**src/rtl/fft_peak_detector_pkg.sv**
```systemverilog
// Shared defaults, derived widths and FSM encoding for the FFT peak detector.
package fft_pkg;

    localparam int unsigned DATA_W_DEF  = 14;
    localparam int unsigned FFT_LEN_DEF = 1024;
    localparam int unsigned BIN_W       = $clog2(FFT_LEN_DEF);
    localparam int unsigned POW_W       = 2 * DATA_W_DEF + 1;

    typedef enum logic [1:0] {
        IDLE   = 2'd0,
        ACCUM  = 2'd1,
        REPORT = 2'd2
    } state_e;

    // Bin index width for a given transform length.
    function automatic int unsigned bin_width(input int unsigned len);
        return $clog2(len);
    endfunction

    // re^2 + im^2 never overflows one extra bit over the square width.
    function automatic int unsigned pow_width(input int unsigned dw);
        return 2 * dw + 1;
    endfunction

endpackage

```
**src/rtl/fft_peak_detector_if.sv**
```systemverilog
// FFT source stream (Avalon-ST) plus peak-result signals of the detector.
interface fft_peak_detector_if #(
    parameter int unsigned DATA_W  = fft_pkg::DATA_W_DEF,
    parameter int unsigned FFT_LEN = fft_pkg::FFT_LEN_DEF
);
    import fft_pkg::*;

    localparam int unsigned BinW = bin_width(FFT_LEN);
    localparam int unsigned PowW = pow_width(DATA_W);

    logic                     src_valid;
    logic                     src_sop;
    logic                     src_eop;
    logic [1:0]               src_error;
    logic signed [DATA_W-1:0] src_real;
    logic signed [DATA_W-1:0] src_imag;
    logic                     src_ready;
    logic                     peak_valid;
    logic [BinW-1:0]          peak_bin;
    logic [PowW-1:0]          peak_power;
    logic                     frame_error;

    // FFT core / environment side.
    modport master (
        output src_valid, src_sop, src_eop, src_error, src_real, src_imag,
        input  src_ready, peak_valid, peak_bin, peak_power, frame_error
    );

    // Peak detector side.
    modport slave (
        input  src_valid, src_sop, src_eop, src_error, src_real, src_imag,
        output src_ready, peak_valid, peak_bin, peak_power, frame_error
    );

endinterface

```
**src/rtl/fft_peak_detector_cplx_mag_sq.sv**
```systemverilog
// Two-stage pipelined re^2 + im^2; valid/sop/eop/error/bin travel alongside.
module cplx_mag_sq #(
    parameter int unsigned DATA_W = 14,
    parameter int unsigned BIN_W  = 10
) (
    input  logic                     clk,
    input  logic                     reset_n,
    input  logic                     i_valid,
    input  logic                     i_sop,
    input  logic                     i_eop,
    input  logic [1:0]               i_error,
    input  logic [BIN_W-1:0]         i_bin,
    input  logic signed [DATA_W-1:0] i_real,
    input  logic signed [DATA_W-1:0] i_imag,
    output logic                     o_valid,
    output logic                     o_sop,
    output logic                     o_eop,
    output logic                     o_error,
    output logic [BIN_W-1:0]         o_bin,
    output logic [2*DATA_W:0]        o_power
);
    localparam int unsigned SqW = 2 * DATA_W;

    logic signed [SqW-1:0] w_re_ext;
    logic signed [SqW-1:0] w_im_ext;
    logic signed [SqW-1:0] w_re_sq;
    logic signed [SqW-1:0] w_im_sq;

    logic             r_s1_valid;
    logic             r_s1_sop;
    logic             r_s1_eop;
    logic             r_s1_err;
    logic [BIN_W-1:0] r_s1_bin;
    logic [SqW-1:0]   r_re_sq;
    logic [SqW-1:0]   r_im_sq;

    logic             r_s2_valid;
    logic             r_s2_sop;
    logic             r_s2_eop;
    logic             r_s2_err;
    logic [BIN_W-1:0] r_s2_bin;
    logic [SqW:0]     r_s2_power;

    // Sign-extend first so the product is computed at full square width.
    assign w_re_ext = SqW'(i_real);
    assign w_im_ext = SqW'(i_imag);
    assign w_re_sq  = w_re_ext * w_re_ext;
    assign w_im_sq  = w_im_ext * w_im_ext;

    // S1: squares and side-band; bubbles carry valid=0.
    always_ff @(posedge clk or negedge reset_n) begin
        if (!reset_n) begin
            r_s1_valid <= 1'b0;
            r_s1_sop   <= 1'b0;
            r_s1_eop   <= 1'b0;
            r_s1_err   <= 1'b0;
            r_s1_bin   <= '0;
            r_re_sq    <= '0;
            r_im_sq    <= '0;
        end else begin
            r_s1_valid <= i_valid;
            r_s1_sop   <= i_sop;
            r_s1_eop   <= i_eop;
            r_s1_err   <= |i_error;
            r_s1_bin   <= i_bin;
            r_re_sq    <= w_re_sq;
            r_im_sq    <= w_im_sq;
        end
    end

    // S2: sum of squares (both non-negative, so zero-extend).
    always_ff @(posedge clk or negedge reset_n) begin
        if (!reset_n) begin
            r_s2_valid <= 1'b0;
            r_s2_sop   <= 1'b0;
            r_s2_eop   <= 1'b0;
            r_s2_err   <= 1'b0;
            r_s2_bin   <= '0;
            r_s2_power <= '0;
        end else begin
            r_s2_valid <= r_s1_valid;
            r_s2_sop   <= r_s1_sop;
            r_s2_eop   <= r_s1_eop;
            r_s2_err   <= r_s1_err;
            r_s2_bin   <= r_s1_bin;
            r_s2_power <= {1'b0, r_re_sq} + {1'b0, r_im_sq};
        end
    end

    assign o_valid = r_s2_valid;
    assign o_sop   = r_s2_sop;
    assign o_eop   = r_s2_eop;
    assign o_error = r_s2_err;
    assign o_bin   = r_s2_bin;
    assign o_power = r_s2_power;

endmodule

```
**src/rtl/fft_peak_detector.sv**
```systemverilog
// Per-frame peak search over FFT output bins with framing checks.
module fft_peak_detector
    import fft_pkg::*;
#(
    parameter int unsigned DATA_W        = DATA_W_DEF,
    parameter int unsigned FFT_LEN       = FFT_LEN_DEF,
    parameter bit          SKIP_DC       = 1'b1,
    parameter bit          HALF_SPECTRUM = 1'b1
) (
    input logic                clk,
    input logic                reset_n,
    fft_peak_detector_if.slave bus
);
    localparam int unsigned     BinW     = bin_width(FFT_LEN);
    localparam int unsigned     PowW     = pow_width(DATA_W);
    localparam logic [BinW-1:0] LastBin  = BinW'(FFT_LEN - 1);
    localparam logic [BinW-1:0] HalfBin  = BinW'(FFT_LEN / 2);
    localparam logic [BinW-1:0] FirstBin = BinW'(SKIP_DC);

    logic            r_ready;
    logic [BinW-1:0] r_bin_cnt;
    logic            w_accept;
    logic [BinW-1:0] w_beat_bin;

    logic            w_s2_valid;
    logic            w_s2_sop;
    logic            w_s2_eop;
    logic            w_s2_err;
    logic [BinW-1:0] w_s2_bin;
    logic [PowW-1:0] w_s2_power;
    logic            w_cand;

    state_e          r_state;
    logic [PowW-1:0] r_max;
    logic [BinW-1:0] r_best;
    logic            r_err_seen;
    logic            r_peak_valid;
    logic            r_frame_error;
    logic [BinW-1:0] r_peak_bin;
    logic [PowW-1:0] r_peak_power;

    state_e          w_state_nxt;
    logic [PowW-1:0] w_max_nxt;
    logic [BinW-1:0] w_best_nxt;
    logic            w_err_nxt;
    logic            w_pv_nxt;
    logic            w_fe_nxt;
    logic [BinW-1:0] w_pbin_nxt;
    logic [PowW-1:0] w_ppow_nxt;
    logic [PowW-1:0] w_cur_max;
    logic [BinW-1:0] w_cur_best;
    logic            w_cur_err;
    logic            w_in_frame;

    assign w_accept   = bus.src_valid && r_ready;
    assign w_beat_bin = bus.src_sop ? '0 : r_bin_cnt;

    // Ready comes up one edge after reset release; bin counter restarts on sop.
    always_ff @(posedge clk or negedge reset_n) begin
        if (!reset_n) begin
            r_ready   <= 1'b0;
            r_bin_cnt <= '0;
        end else begin
            r_ready <= 1'b1;
            if (w_accept) begin
                r_bin_cnt <= w_beat_bin + BinW'(1);
            end
        end
    end

    cplx_mag_sq #(
        .DATA_W(DATA_W),
        .BIN_W (BinW)
    ) u_mag (
        .clk    (clk),
        .reset_n(reset_n),
        .i_valid(w_accept),
        .i_sop  (bus.src_sop),
        .i_eop  (bus.src_eop),
        .i_error(bus.src_error),
        .i_bin  (w_beat_bin),
        .i_real (bus.src_real),
        .i_imag (bus.src_imag),
        .o_valid(w_s2_valid),
        .o_sop  (w_s2_sop),
        .o_eop  (w_s2_eop),
        .o_error(w_s2_err),
        .o_bin  (w_s2_bin),
        .o_power(w_s2_power)
    );

    assign w_cand = (!SKIP_DC || (w_s2_bin != '0)) &&
                    (!HALF_SPECTRUM || (w_s2_bin < HalfBin));

    // S3: frame FSM, running max and framing checks for the beat leaving S2.
    always_comb begin
        w_state_nxt = (r_state == REPORT) ? IDLE : r_state;
        w_max_nxt   = r_max;
        w_best_nxt  = r_best;
        w_err_nxt   = r_err_seen;
        w_pv_nxt    = 1'b0;
        w_fe_nxt    = 1'b0;
        w_pbin_nxt  = r_peak_bin;
        w_ppow_nxt  = r_peak_power;
        w_cur_max   = r_max;
        w_cur_best  = r_best;
        w_cur_err   = r_err_seen;
        w_in_frame  = (r_state == ACCUM);
        if (w_s2_valid) begin
            if (w_s2_sop) begin
                // A sop inside a frame aborts it; the new frame starts on this beat.
                if (w_in_frame) begin
                    w_fe_nxt = 1'b1;
                end
                w_in_frame = 1'b1;
                w_cur_max  = '0;
                w_cur_best = FirstBin;
                w_cur_err  = 1'b0;
            end
            if (w_in_frame) begin
                w_cur_err = w_cur_err | w_s2_err;
                // Strict compare keeps the lowest bin on ties.
                if (w_cand && (w_s2_power > w_cur_max)) begin
                    w_cur_max  = w_s2_power;
                    w_cur_best = w_s2_bin;
                end
                if (w_s2_eop) begin
                    if ((w_s2_bin == LastBin) && !w_cur_err) begin
                        w_pv_nxt    = 1'b1;
                        w_pbin_nxt  = w_cur_best;
                        w_ppow_nxt  = w_cur_max;
                        w_state_nxt = REPORT;
                    end else begin
                        w_fe_nxt    = 1'b1;
                        w_state_nxt = IDLE;
                    end
                end else if (w_s2_bin == LastBin) begin
                    w_fe_nxt    = 1'b1;
                    w_state_nxt = IDLE;
                end else begin
                    w_state_nxt = ACCUM;
                end
                w_max_nxt  = w_cur_max;
                w_best_nxt = w_cur_best;
                w_err_nxt  = w_cur_err;
            end
        end
    end

    // S3 state and result registers.
    always_ff @(posedge clk or negedge reset_n) begin
        if (!reset_n) begin
            r_state       <= IDLE;
            r_max         <= '0;
            r_best        <= '0;
            r_err_seen    <= 1'b0;
            r_peak_valid  <= 1'b0;
            r_frame_error <= 1'b0;
            r_peak_bin    <= '0;
            r_peak_power  <= '0;
        end else begin
            r_state       <= w_state_nxt;
            r_max         <= w_max_nxt;
            r_best        <= w_best_nxt;
            r_err_seen    <= w_err_nxt;
            r_peak_valid  <= w_pv_nxt;
            r_frame_error <= w_fe_nxt;
            r_peak_bin    <= w_pbin_nxt;
            r_peak_power  <= w_ppow_nxt;
        end
    end

    assign bus.src_ready   = r_ready;
    assign bus.peak_valid  = r_peak_valid;
    assign bus.frame_error = r_frame_error;
    assign bus.peak_bin    = r_peak_bin;
    assign bus.peak_power  = r_peak_power;

endmodule

```
**src/flat_wrapper.sv**
```systemverilog
// flat-port wrapper written by rule: the top's interface ports become plain ports
module fft_peak_detector_flat import fft_pkg::*;
#(
    parameter int unsigned DATA_W        = DATA_W_DEF,
    parameter int unsigned FFT_LEN       = FFT_LEN_DEF,
    parameter bit          SKIP_DC       = 1'b1,
    parameter bit          HALF_SPECTRUM = 1'b1
)
  (clk, reset_n, bus_src_valid, bus_src_sop, bus_src_eop, bus_src_error, bus_src_real, bus_src_imag, bus_src_ready, bus_peak_valid, bus_peak_bin, bus_peak_power, bus_frame_error);
  fft_peak_detector_if #(.DATA_W(DATA_W), .FFT_LEN(FFT_LEN)) bus_i ();
  input logic clk;
  input logic reset_n;
  input wire logic [$bits(bus_i.src_valid)-1:0] bus_src_valid;
  input wire logic [$bits(bus_i.src_sop)-1:0] bus_src_sop;
  input wire logic [$bits(bus_i.src_eop)-1:0] bus_src_eop;
  input wire logic [$bits(bus_i.src_error)-1:0] bus_src_error;
  input wire logic [$bits(bus_i.src_real)-1:0] bus_src_real;
  input wire logic [$bits(bus_i.src_imag)-1:0] bus_src_imag;
  output wire logic [$bits(bus_i.src_ready)-1:0] bus_src_ready;
  output wire logic [$bits(bus_i.peak_valid)-1:0] bus_peak_valid;
  output wire logic [$bits(bus_i.peak_bin)-1:0] bus_peak_bin;
  output wire logic [$bits(bus_i.peak_power)-1:0] bus_peak_power;
  output wire logic [$bits(bus_i.frame_error)-1:0] bus_frame_error;
  assign bus_i.src_valid = bus_src_valid;
  assign bus_i.src_sop = bus_src_sop;
  assign bus_i.src_eop = bus_src_eop;
  assign bus_i.src_error = bus_src_error;
  assign bus_i.src_real = bus_src_real;
  assign bus_i.src_imag = bus_src_imag;
  assign bus_src_ready = bus_i.src_ready;
  assign bus_peak_valid = bus_i.peak_valid;
  assign bus_peak_bin = bus_i.peak_bin;
  assign bus_peak_power = bus_i.peak_power;
  assign bus_frame_error = bus_i.frame_error;
  fft_peak_detector #(.DATA_W(DATA_W), .FFT_LEN(FFT_LEN), .SKIP_DC(SKIP_DC), .HALF_SPECTRUM(HALF_SPECTRUM)) u_core (.clk(clk), .reset_n(reset_n), .bus(bus_i));
endmodule
```
**config.mk**
```make
export PLATFORM = sky130hd
export DESIGN_NAME = fft_peak_detector_flat
export DESIGN_NICKNAME = d
export VERILOG_FILES = /design/src/rtl/fft_peak_detector_pkg.sv /design/src/rtl/fft_peak_detector_if.sv /design/src/rtl/fft_peak_detector_cplx_mag_sq.sv /design/src/rtl/fft_peak_detector.sv /design/src/flat_wrapper.sv
export SDC_FILE = /design/constraint.sdc
export NUM_CORES = 1
export LEC_CHECK = 0
export BUFFER_PORTS_ARGS = -buffer_cell sky130_fd_sc_hd__clkbuf_2
export CAP_MARGIN = 20
export CORE_UTILIZATION = 49
export CTS_BUF_LIST = sky130_fd_sc_hd__clkbuf_8
export CTS_CLUSTER_DIAMETER = 50
export DETAILED_ROUTE_END_ITERATION = 8
export PLACE_DENSITY_LB_ADDON = 0.05
export SKIP_CTS_REPAIR_TIMING = 1
export SYNTH_ARGS = -nofsm -noshare
export SYNTH_HDL_FRONTEND = slang
export SYNTH_SLANG_ARGS = --single-unit
```
**constraint.sdc**
```tcl
create_clock -name clk -period 6.2 [get_ports clk]
set_input_delay 0.62 -clock clk [delete_from_list [all_inputs] [get_ports clk]]
set_output_delay 0.62 -clock clk [all_outputs]
set_load 0.05 [all_outputs]
```
==> flow_summary.yaml <==
synthesis:
  async_flop_share_pct: 100.0
  ys_warn_count: 0
  synth_ff_type: "dfrtp_1"
  synthAdderAreaFrac_pct: 42.40
  synthXorXnorAreaFrac_pct: 3.818
  synth_enable_flop_cells: 0
  synthMuxAreaShare_pct: 0.4261
  synth_top_family_by_area: "adder cells"
  synthSimpleGateAreaFrac_pct: 10.40
  yosysTopAreaCellShare_pct: 31.72
  synthCells: 2175
  avgSynthCellArea_um2: 10.13
  syn_area_um2: 22020
  syn_nets: 2747
  ys_types: 64
  synth-compound-area-share_pct: 10.59
  ys_ff_latch: 205
  ys_seq_area_share_pct: 23.29
  yosysTopAreaCell: "fa_1"
  netlist_top_cells_area: "fa_1 (32%), dfrtp_1 (23%), ha_1 (11%)"
sta:
  hold_slack_ns: 0.1968
  maxClockFrequency_mhz: 174.1
  worst_slew_pin_slew_ns: 0.9020
  rsz0062_at_grt: "false"
  maxSlewViolCount: 0
  hold_violations: 0
  fin_crit_ns: 5.744
  setup_viol: 0
  finalCritPeriodShare_pct: 92.64
  max-slew-margin-rel_pct: 39.80
  fin_skew_ns: 0.01328
clocking:
  htree_levels: 2
  cts_made_buffers: 36
  clkLatencyLatePin_ns: 0.52
  ctsRootBufferMaster: "clkbuf_8"
  cts_buffer_depth: 3
  clk_pin_slew_ns: 0.06
  cts_tree: "done"
  cts.sinks: 205
routing:
  wl_per_cell_um: 15.40
  first_pass_iters: 5
  vias_per_cell: 5.141
  drc: 0
  vias: 15010
  final_antenna_net_count: 0
  wl_mm: 44.96
  drtIter0Drc: 896
cells_and_area:
  antenna_cells: 0
  finalNonFillerCells: 2920
  fillers: 4041
  layout-drive-gt1-share_pct: 9.751
  nNetsFinal: 2875
  area_growth_pct: 10.06
setup_path:
  cpPeakStageDelay_ns: 0.52
  reg2reg_slack_ns: 2.44
  required_ns: 6.64
  rr_startpoint: "u_core.u_mag.o_sop"
  path_depth: 18
  cp-endpoint: "u_core.u_mag.r_im_sq[26]"
  crit_family: "adder cells"
  crit_buf_inv: 4
  path_cells: "clkbuf_2 -> inv_1 -> nor2_1 -> fa_1 -> fa_1 -> fa_1 -> fa_1 -> fa_1 -> inv_1 -> fa_1 -> inv_1 -> ha_1 -> and2_1 -> a221o_1 -> a221oi_1 -> and3b_1 -> a221o_1 -> xnor2_1"
  r2r_cells: 10
  path_max_fanout: 11
  arrival_ns: 6.18
  worstSetupPathType: "input port to flip-flop"
  setup.worst_path.start: "bus_src_imag[11]"
  cp-end-kind: "flip-flop"
  crit_slowest_cell: "fa_1"
  start_kind: "input port"
  crit_top_cell: "fa_1"
  r2r-end: "u_core.r_best[2]"
die:
  rows: 77
  coreArea_um2: 44320
  io_pins: 77
  die_h_um: 214.0
  dieArea_um2: 45800
  die_x_um: 214.0
  start_util_pct: 49.70
global_routing:
  grt_first_pass_wirelength_mm: 77.98
  track_usage_pct: 20.84
  antenna_found_initial: 0
  grt_pass1_vias: 15970
  grt_max_degree: 115
  overflow: 0
run_status:
  status: "finished, final reports clean"
place:
  routabilityCongestion: 0.8768
  io_buffers: 76
  hpwl_mm: 38.13
  placed_cells: 2857
flow_run:
  cap_viol_max_count: 0
worst_hold_path:
  min_path_type: "input port to asynchronous set/reset pin"
==> final cells by class <==
class | count | area (um^2) | area share [%]
Multi-Input combinational cell | 1447 | 14910 | 61.50
Sequential cell | 205 | 5130 | 21.16
Inverter | 461 | 1730 | 7.138
Timing Repair Buffer | 152 | 979.7 | 4.042
Tap cell | 592 | 740.7 | 3.056
Clock buffer | 43 | 591.8 | 2.441
Clock inverter | 20 | 160.2 | 0.6607
==> worst min-delay path by stage <==
stage | startpoint | to | depth (start not counted)
finish | reset_n | u_core.bus.peak_bin[3] | 1
global route | bus_src_eop | u_core.u_mag.r_s1_eop | 1
CTS | bus_src_eop | u_core.u_mag.r_s1_eop | 1
detailed placement | u_core.u_mag.r_s1_bin[7] | u_core.u_mag.o_bin[7] | 0
global placement | u_core.u_mag.r_s1_sop | u_core.u_mag.o_sop | 0
floorplan | reset_n | u_core.bus.frame_error | 0
==> layer usage <==
layer / global-route usage (%) / routed length, um / up-vias
li1: - / - / 7183
met1: 29.01 / 20410 / 7512
met2: 35.10 / 22140 / 255
met3: 2.199 / 1630 / 63
met4: 4.916 / 784 / 0
met5: 0 / 0 / -
==> worst register-to-register path: cells and delay by family, from the launching register on <==
| kind | cells | cell delay (ns) |
|---|---|---|
| AOI/OAI and AO/OA | 2 | 0.44 |
| adders and majority gates | 1 | 0.36 |
| buffers and inverters | 2 | 0.94 |
| and+or+nand+nor | 5 | 1.51 |
| DFF | 1 | 0.45 |
==> synthesized netlist by cell type, types with 35 or more instances <==
master / number
inv_1: 460
fa_1: 349
dfrtp_1: 205
ha_1: 188
nand2_1: 183
a22o_1: 78
and2_1: 75
a21oi_1: 74
nor2_1: 72
xnor2_1: 72
clkbuf_1: 53
o21ai_0: 52
nor2b_1: 35
==> placed cells by master, fill, tap and decap left out, types with 5 or more instances in the layout <==
| cell type | Yosys | layout |
|---|---|---|
| a22o_1 | 78 | 78 |
| a211o_1 | 5 | 5 |
| xor2_1 | 24 | 24 |
| buf_4 | 1 | 75 |
| and4_1 | 7 | 7 |
| inv_1 | 460 | 465 |
| clkbuf_2 | 0 | 75 |
| a21o_1 | 27 | 27 |
| nor3_1 | 19 | 18 |
| and2_1 | 75 | 75 |
| o21bai_1 | 8 | 8 |
| a31oi_1 | 10 | 10 |
| nand4_1 | 17 | 17 |
| and3_1 | 8 | 8 |
| mux2i_1 | 6 | 6 |
| nor2b_1 | 35 | 35 |
| nand2b_1 | 10 | 10 |
| nand3_1 | 24 | 24 |
| a21oi_1 | 74 | 74 |
| clkbuf_8 | 0 | 44 |
| dfrtp_1 | 205 | 205 |
| o21a_1 | 8 | 8 |
| fa_1 | 349 | 349 |
| a221oi_1 | 5 | 5 |
| o211ai_1 | 8 | 8 |
| a211oi_1 | 11 | 11 |
| a31o_2 | 5 | 5 |
| nor2_1 | 72 | 72 |
| o2111ai_1 | 5 | 5 |
| o21ai_0 | 52 | 52 |
| clkinv_2 | 0 | 8 |
| nand2_1 | 183 | 183 |
| ha_1 | 188 | 188 |
| xnor2_1 | 72 | 72 |
==> flip-flops by register name (all words and copies together), names as in the netlist, 2 cells and up <==
name / cells
u_core.r_bin_cnt: 10
u_core.u_mag.o_power: 29
u_core.r_best: 10
u_core.r_state: 2
u_core.u_mag.r_re_sq: 27
u_core.bus.peak_bin: 10
u_core.u_mag.r_im_sq: 27
u_core.r_max: 29
u_core.u_mag.o_bin: 10
u_core.u_mag.r_s1_bin: 10
u_core.bus.peak_power: 29
==> logic make-up after synthesis <==
logic type               count (synthesis)
other                                    1
AO/OA/AOI/OAI                          334
AND/OR/NAND/NOR                        470
buffers and inverters                  523
multiplexers                             9
XOR/XNOR                                96
adder cells (fa/ha/maj)                537
flip-flops                             205
==> stage by stage <==
step                setup WS (ns)  setup TNS [ns]  instance area, um^2  util, %
floorplan                  0.2103               0                22020        -
global placement          0.01560               0                23460    52.94
detailed placement       -0.05998         -0.1285                23490    53.00
CTS                        0.4918               0                24240    54.70
global route               0.1891               0                24240    54.70
finish                     0.4562               0                24240    54.70
Power is left out: the tool's default activity adds up to more than one toggle a clock period on the data nets, which glitch-free logic cannot reach.
